## src/rtl/multicycle_control.sv

```systemverilog
// multicycle_control: Moore control FSM sequencing fetch/decode/execute/memory/writeback
module multicycle_control #(
  parameter int STATE_WIDTH = 4
) (
  input  logic                   clk,
  input  logic                   reset,
  input  logic [6:0]             opcode,
  input  logic                   zero,
  output logic                   pc_write,
  output logic                   adr_src,
  output logic                   ir_write,
  output logic                   mem_write,
  output logic                   reg_write,
  output logic [1:0]             alu_src_a,
  output logic [1:0]             alu_src_b,
  output logic [1:0]             result_src,
  output logic [1:0]             alu_op,
  output logic                   instr_done,
  output logic                   illegal_op,
  output logic [STATE_WIDTH-1:0] state_o
);
  localparam logic [6:0] OP_LW  = 7'b0000011;
  localparam logic [6:0] OP_SW  = 7'b0100011;
  localparam logic [6:0] OP_R   = 7'b0110011;
  localparam logic [6:0] OP_I   = 7'b0010011;
  localparam logic [6:0] OP_BEQ = 7'b1100011;
  localparam logic [6:0] OP_JAL = 7'b1101111;
  typedef enum logic [3:0] {
    FETCH, DECODE, MEMADR, MEMREAD, MEMWB, MEMWRITE,
    EXECUTER, EXECUTEI, ALUWB, BEQ, JAL
  } state_t;
  typedef struct packed {
    logic       adr_src;
    logic       ir_write;
    logic       mem_write;
    logic       reg_write;
    logic [1:0] src_a;
    logic [1:0] src_b;
    logic [1:0] res;
    logic [1:0] alu_op;
    logic       done;
    logic       pc_update;
    logic       branch;
  } ctrl_t;
  function automatic ctrl_t f_ctrl(state_t s);
    ctrl_t c;
    c = '0;
    case (s)
      FETCH:    begin c.ir_write = 1'b1; c.src_b = 2'b10; c.res = 2'b10; c.pc_update = 1'b1; end
      DECODE:   begin c.src_a = 2'b01; c.src_b = 2'b01; end
      MEMADR:   begin c.src_a = 2'b10; c.src_b = 2'b01; end
      MEMREAD:  c.adr_src = 1'b1;
      MEMWB:    begin c.res = 2'b01; c.reg_write = 1'b1; c.done = 1'b1; end
      MEMWRITE: begin c.adr_src = 1'b1; c.mem_write = 1'b1; c.done = 1'b1; end
      EXECUTER: begin c.src_a = 2'b10; c.alu_op = 2'b10; end
      EXECUTEI: begin c.src_a = 2'b10; c.src_b = 2'b01; c.alu_op = 2'b10; end
      ALUWB:    begin c.reg_write = 1'b1; c.done = 1'b1; end
      BEQ:      begin c.src_a = 2'b10; c.alu_op = 2'b01; c.branch = 1'b1; c.done = 1'b1; end
      JAL:      begin c.src_a = 2'b01; c.src_b = 2'b10; c.pc_update = 1'b1; end
      default:  c = '0;
    endcase
    return c;
  endfunction
  state_t r_state, w_next;
  ctrl_t  r_ctrl, w_c;
  logic   w_illegal;
  // next-state selection; unsupported opcodes and unused encodings fall back to FETCH
  always_comb begin
    w_next = FETCH;
    case (r_state)
      FETCH:              w_next = DECODE;
      DECODE:             w_next = (opcode == OP_LW || opcode == OP_SW) ? MEMADR :
                                   opcode == OP_R   ? EXECUTER :
                                   opcode == OP_I   ? EXECUTEI :
                                   opcode == OP_BEQ ? BEQ :
                                   opcode == OP_JAL ? JAL : FETCH;
      MEMADR:             w_next = opcode == OP_LW ? MEMREAD : opcode == OP_SW ? MEMWRITE : FETCH;
      MEMREAD:            w_next = MEMWB;
      EXECUTER, EXECUTEI: w_next = ALUWB;
      JAL:                w_next = ALUWB;
      default:            w_next = FETCH;
    endcase
  end
  // state register with Moore outputs precomputed for the state being entered
  always_ff @(posedge clk) begin
    if (reset) begin
      r_state <= FETCH;
      r_ctrl  <= f_ctrl(FETCH);
    end else begin
      r_state <= w_next;
      r_ctrl  <= f_ctrl(w_next);
    end
  end
  assign w_illegal  = r_state == DECODE && w_next == FETCH;
  assign w_c        = reset ? f_ctrl(FETCH) : r_ctrl;
  assign pc_write   = ~reset & (w_c.pc_update | (w_c.branch & zero));
  assign adr_src    = w_c.adr_src;
  assign ir_write   = ~reset & w_c.ir_write;
  assign mem_write  = ~reset & w_c.mem_write;
  assign reg_write  = ~reset & w_c.reg_write;
  assign alu_src_a  = w_c.src_a;
  assign alu_src_b  = w_c.src_b;
  assign result_src = w_c.res;
  assign alu_op     = w_c.alu_op;
  assign instr_done = ~reset & (w_c.done | w_illegal);
  assign illegal_op = ~reset & w_illegal;
  assign state_o    = STATE_WIDTH'(r_state);
endmodule

```

## config.mk

```make
export PLATFORM = sky130hd
export DESIGN_NAME = multicycle_control
export DESIGN_NICKNAME = d
export VERILOG_FILES = /design/src/rtl/multicycle_control.sv
export SDC_FILE = /design/constraint.sdc
export NUM_CORES = 1
export LEC_CHECK = 0
export CORE_ASPECT_RATIO = 1.4
export CORE_MARGIN = 2
export CORE_UTILIZATION = 48
export DETAILED_ROUTE_END_ITERATION = 8
export PLACE_DENSITY = 0.9
export SYNTH_ARGS = -nofsm -noshare
export SYNTH_HDL_FRONTEND = slang
export SYNTH_SLANG_ARGS = --single-unit
```

## constraint.sdc

```tcl
create_clock -name clk -period 3.55 [get_ports clk]
set_input_delay 0.5325 -clock clk [delete_from_list [all_inputs] [get_ports clk]]
set_output_delay 0.5325 -clock clk [all_outputs]
set_load 0.01 [all_outputs]
```

==> impl_metrics.toml <==
[run_status]
outcome = "finished clean"

[final_layout]
layoutNonFillerInstCount = 152
multiInputGateArea_um2 = 537
diodes = 0
syn2layout_area_growth_pct = 35.6
final_layout_size_suffix_gt1_frac = 0.152
number_of_filler_cells_placed_in_the_layout = 138
final_net_count = 143
seq_area_um2 = 340

[placed_design]
io_buffers = 28
dp_hpwl_um = 1630
gpl.final_weighted_congestion = 0.850
dp_cells = 148

[critical_path]
timing.critical_path.buf_inv = 2
worstPathRequired_ps = 3020
critical-path-top-delay-family = "buffers and inverters"
setup.worst_path.class = "in -> out"
cp-startpoint = "opcode[4]"
worst_ep_arrival_time_ps = 2850
end_kind = "output port"
crit_path_start_kind = "primary input"
timing.critical_path.slowest_stage_cell = "sky130_fd_sc_hd__clkdlybuf4s50_1"
rr_startpoint = "state_o[0]"
max_stage_delay_ps = 570
worstPathCellList = "clkdlybuf4s50_1, and4b_2, and4_4, o211a_1, nor2_2, nand2_1, nor3_1, clkdlybuf4s50_1"
crit_path_max_fanout = 7
path_common_cell = "sky130_fd_sc_hd__clkdlybuf4s50_1"

[grt]
grt_max_degree = 18
grt_first_pass_wirelength_um = 3550
track_usage = 0.225
antenna_found_initial = 0
globalRouteOverflowTotal = 0
first_global_vias = 771

[detailed_routing]
route.antenna.remaining_nets = 0
routedWlPerCell_um = 14.5
remaining_drc_errors = 0
drt_first_iter_violations = 24
drt_pass1_iterations = 4
post_drt_via_cell_ratio = 5.66
postRouteWirelength_um = 2200
vias = 861

[clock_tree]
postCtsSetupBuffers = 0
cts_tree = "built"
post_cts_resize_count = 0
tritoncts.num_buffers = 3
cts.clk_slew.worst_paths_ps = 100
clk_path_buf_depth = 2
ctsRootBufferMaster = "sky130_fd_sc_hd__clkbuf_4"
cts_htree_levels = 1
cts.sinks = 17
hold_buffers = 0
clock_insertion_delay_worst_skew_ps = 290

[sta]
finalCritPeriodShare = 0.954
drv_slew = 0
period_minus_slack_ps = 3390
fin_tns_setup_ps = 0
worst_tran_pin_value_ps = 502
maxClockFrequency_ghz = 0.295
timing.final.hold_violations = 0
timing.max_slew.rel_slack = 0.664
rsz0062_at_grt = "no"
fin_skew_ps = 7.42
setup_violators_final = 0

[synthesis]
synth.area.top_cells = "sky130_fd_sc_hd__dfxtp_1, sky130_fd_sc_hd__nor2b_1, sky130_fd_sc_hd__nor2_1"
ys.warnings.count = 0
synth-async-reset-ratio = 0
synth_edf_count = 0
ys_dominant_reg_cell = "sky130_fd_sc_hd__dfxtp_1"
synth_cell_type_count = 40
synth_largest_area_cell = "sky130_fd_sc_hd__dfxtp_1"
synthDominantCellAreaShare = 0.377
synth.ff_latch_count = 17
mappedNetlistArea_um2 = 902
postSynthCellCount = 104
syn_avg_cell_area_um2 = 8.67
synth_most_common_cell = "sky130_fd_sc_hd__dfxtp_1"
synth.net_count = 114
synth_commonest_cells = "sky130_fd_sc_hd__dfxtp_1, sky130_fd_sc_hd__nor2_1, sky130_fd_sc_hd__nor2b_1, sky130_fd_sc_hd__nand2_1, sky130_fd_sc_hd__nor3_1"
yosysSeqAreaShare = 0.377

[floorplanning]
die_w_um = 40.6
chipHeight_um = 55.3
floorplan.io_pins = 29
die_area_um2 = 2250
placeableCoreArea_um2 = 1780
initial_utilization = 0.507
rows = 18

[hold_path]
worstHoldStart = "state_o[1]"
class_of_the_tightest_hold_or_removal_check = "reg -> reg"

[pwr]
powerDensity_nw_per_um2 = 302
power.leakage_nw = 0.493
max-vdd-ir-drop_v = 0.000330

[flow_run]
drv_cap = 0
power by group:
| part | internal (mW) | switching, mW | total [mW] | leakage, nW |
|---|---|---|---|---|
| sequential | 0.197 | 0.00412 | 0.201 | 0.139 |
| clock | 0.0419 | 0.0594 | 0.101 | 0.0177 |
| combinational | 0.0369 | 0.0308 | 0.0677 | 0.337 |
layout make-up:
| class | count | area share |
|---|---|---|
| clock buffer | 3 | 0.0184 |
| clock inverter | 1 | 0.00409 |
| inverter | 1 | 0.00307 |
| multi-input combinational | 81 | 0.439 |
| sequential | 17 | 0.278 |
| tap | 20 | 0.0204 |
| timing repair buffer | 29 | 0.237 |
registers in the layout, summed over array words and instances, names as in the netlist:
| name | count |
|---|---|
| r_ctrl | 13 |
| state_o | 4 |
final timing paths:
path	to	slack [ps]	depth (start not counted)
max	illegal_op	160	8
min	r_ctrl[14]	760	2
max reg2reg	r_ctrl[1]	1630	5
min reg2reg	r_ctrl[14]	760	2
stage by stage:
stage | cell area [um2] | util | hold slack, ps | total power [mW] | worst slack (ps)
floorplan | 902 | - | 706 | 0.241 | 1280
global placement | 1190 | 0.671 | 755 | 0.270 | 228
detailed placement | 1190 | 0.671 | 727 | 0.272 | 121
CTS | 1220 | 0.686 | 752 | 0.372 | 126
global route | 1220 | 0.688 | 793 | 0.390 | 50.6
finish | 1220 | 0.688 | 764 | 0.370 | 165
kinds of logic (layout without fill, tap and decap cells):
| group | Yosys count | after routing | share of synthesized area |
|---|---|---|---|
| flops | 17 | 17 | 0.377 |
| buf+inv | 6 | 34 | 0.0277 |
| compound gates | 19 | 19 | 0.161 |
| mux | 2 | 2 | 0.0236 |
| simple gates | 60 | 60 | 0.411 |
metal layers:
| layer | vias to the layer above | global-route usage | part of all wire |
|---|---|---|---|
| met2 | 27 | 0.351 | 0.54 |
| li1 | 426 | - | - |
| met3 | 6 | 0.0402 | 0.037 |
| met5 | - | 0 | 0 |
| met1 | 402 | 0.272 | 0.40 |
| met4 | 0 | 0.124 | 0.022 |
placed cells by master (no fill, tap or decap), types with 2 or more instances in the layout:
cell / instances
sky130_fd_sc_hd__or3_1: 2
sky130_fd_sc_hd__nand4b_1: 2
sky130_fd_sc_hd__nor2b_1: 13
sky130_fd_sc_hd__clkdlybuf4s50_1: 27
sky130_fd_sc_hd__clkbuf_4: 3
sky130_fd_sc_hd__nor3_1: 5
sky130_fd_sc_hd__dfxtp_1: 17
sky130_fd_sc_hd__a21oi_1: 3
sky130_fd_sc_hd__a211o_1: 3
sky130_fd_sc_hd__or2_2: 4
sky130_fd_sc_hd__nand2b_1: 2
sky130_fd_sc_hd__o21ai_0: 3
sky130_fd_sc_hd__nand2_1: 5
sky130_fd_sc_hd__nor2_1: 14
tightest hold or removal path: stages (launching register included):
cell and delay (ps):
sky130_fd_sc_hd__dfxtp_1 430, sky130_fd_sc_hd__a32oi_1 220, sky130_fd_sc_hd__nor3_1 70
(Power assumes the default switching activity.)
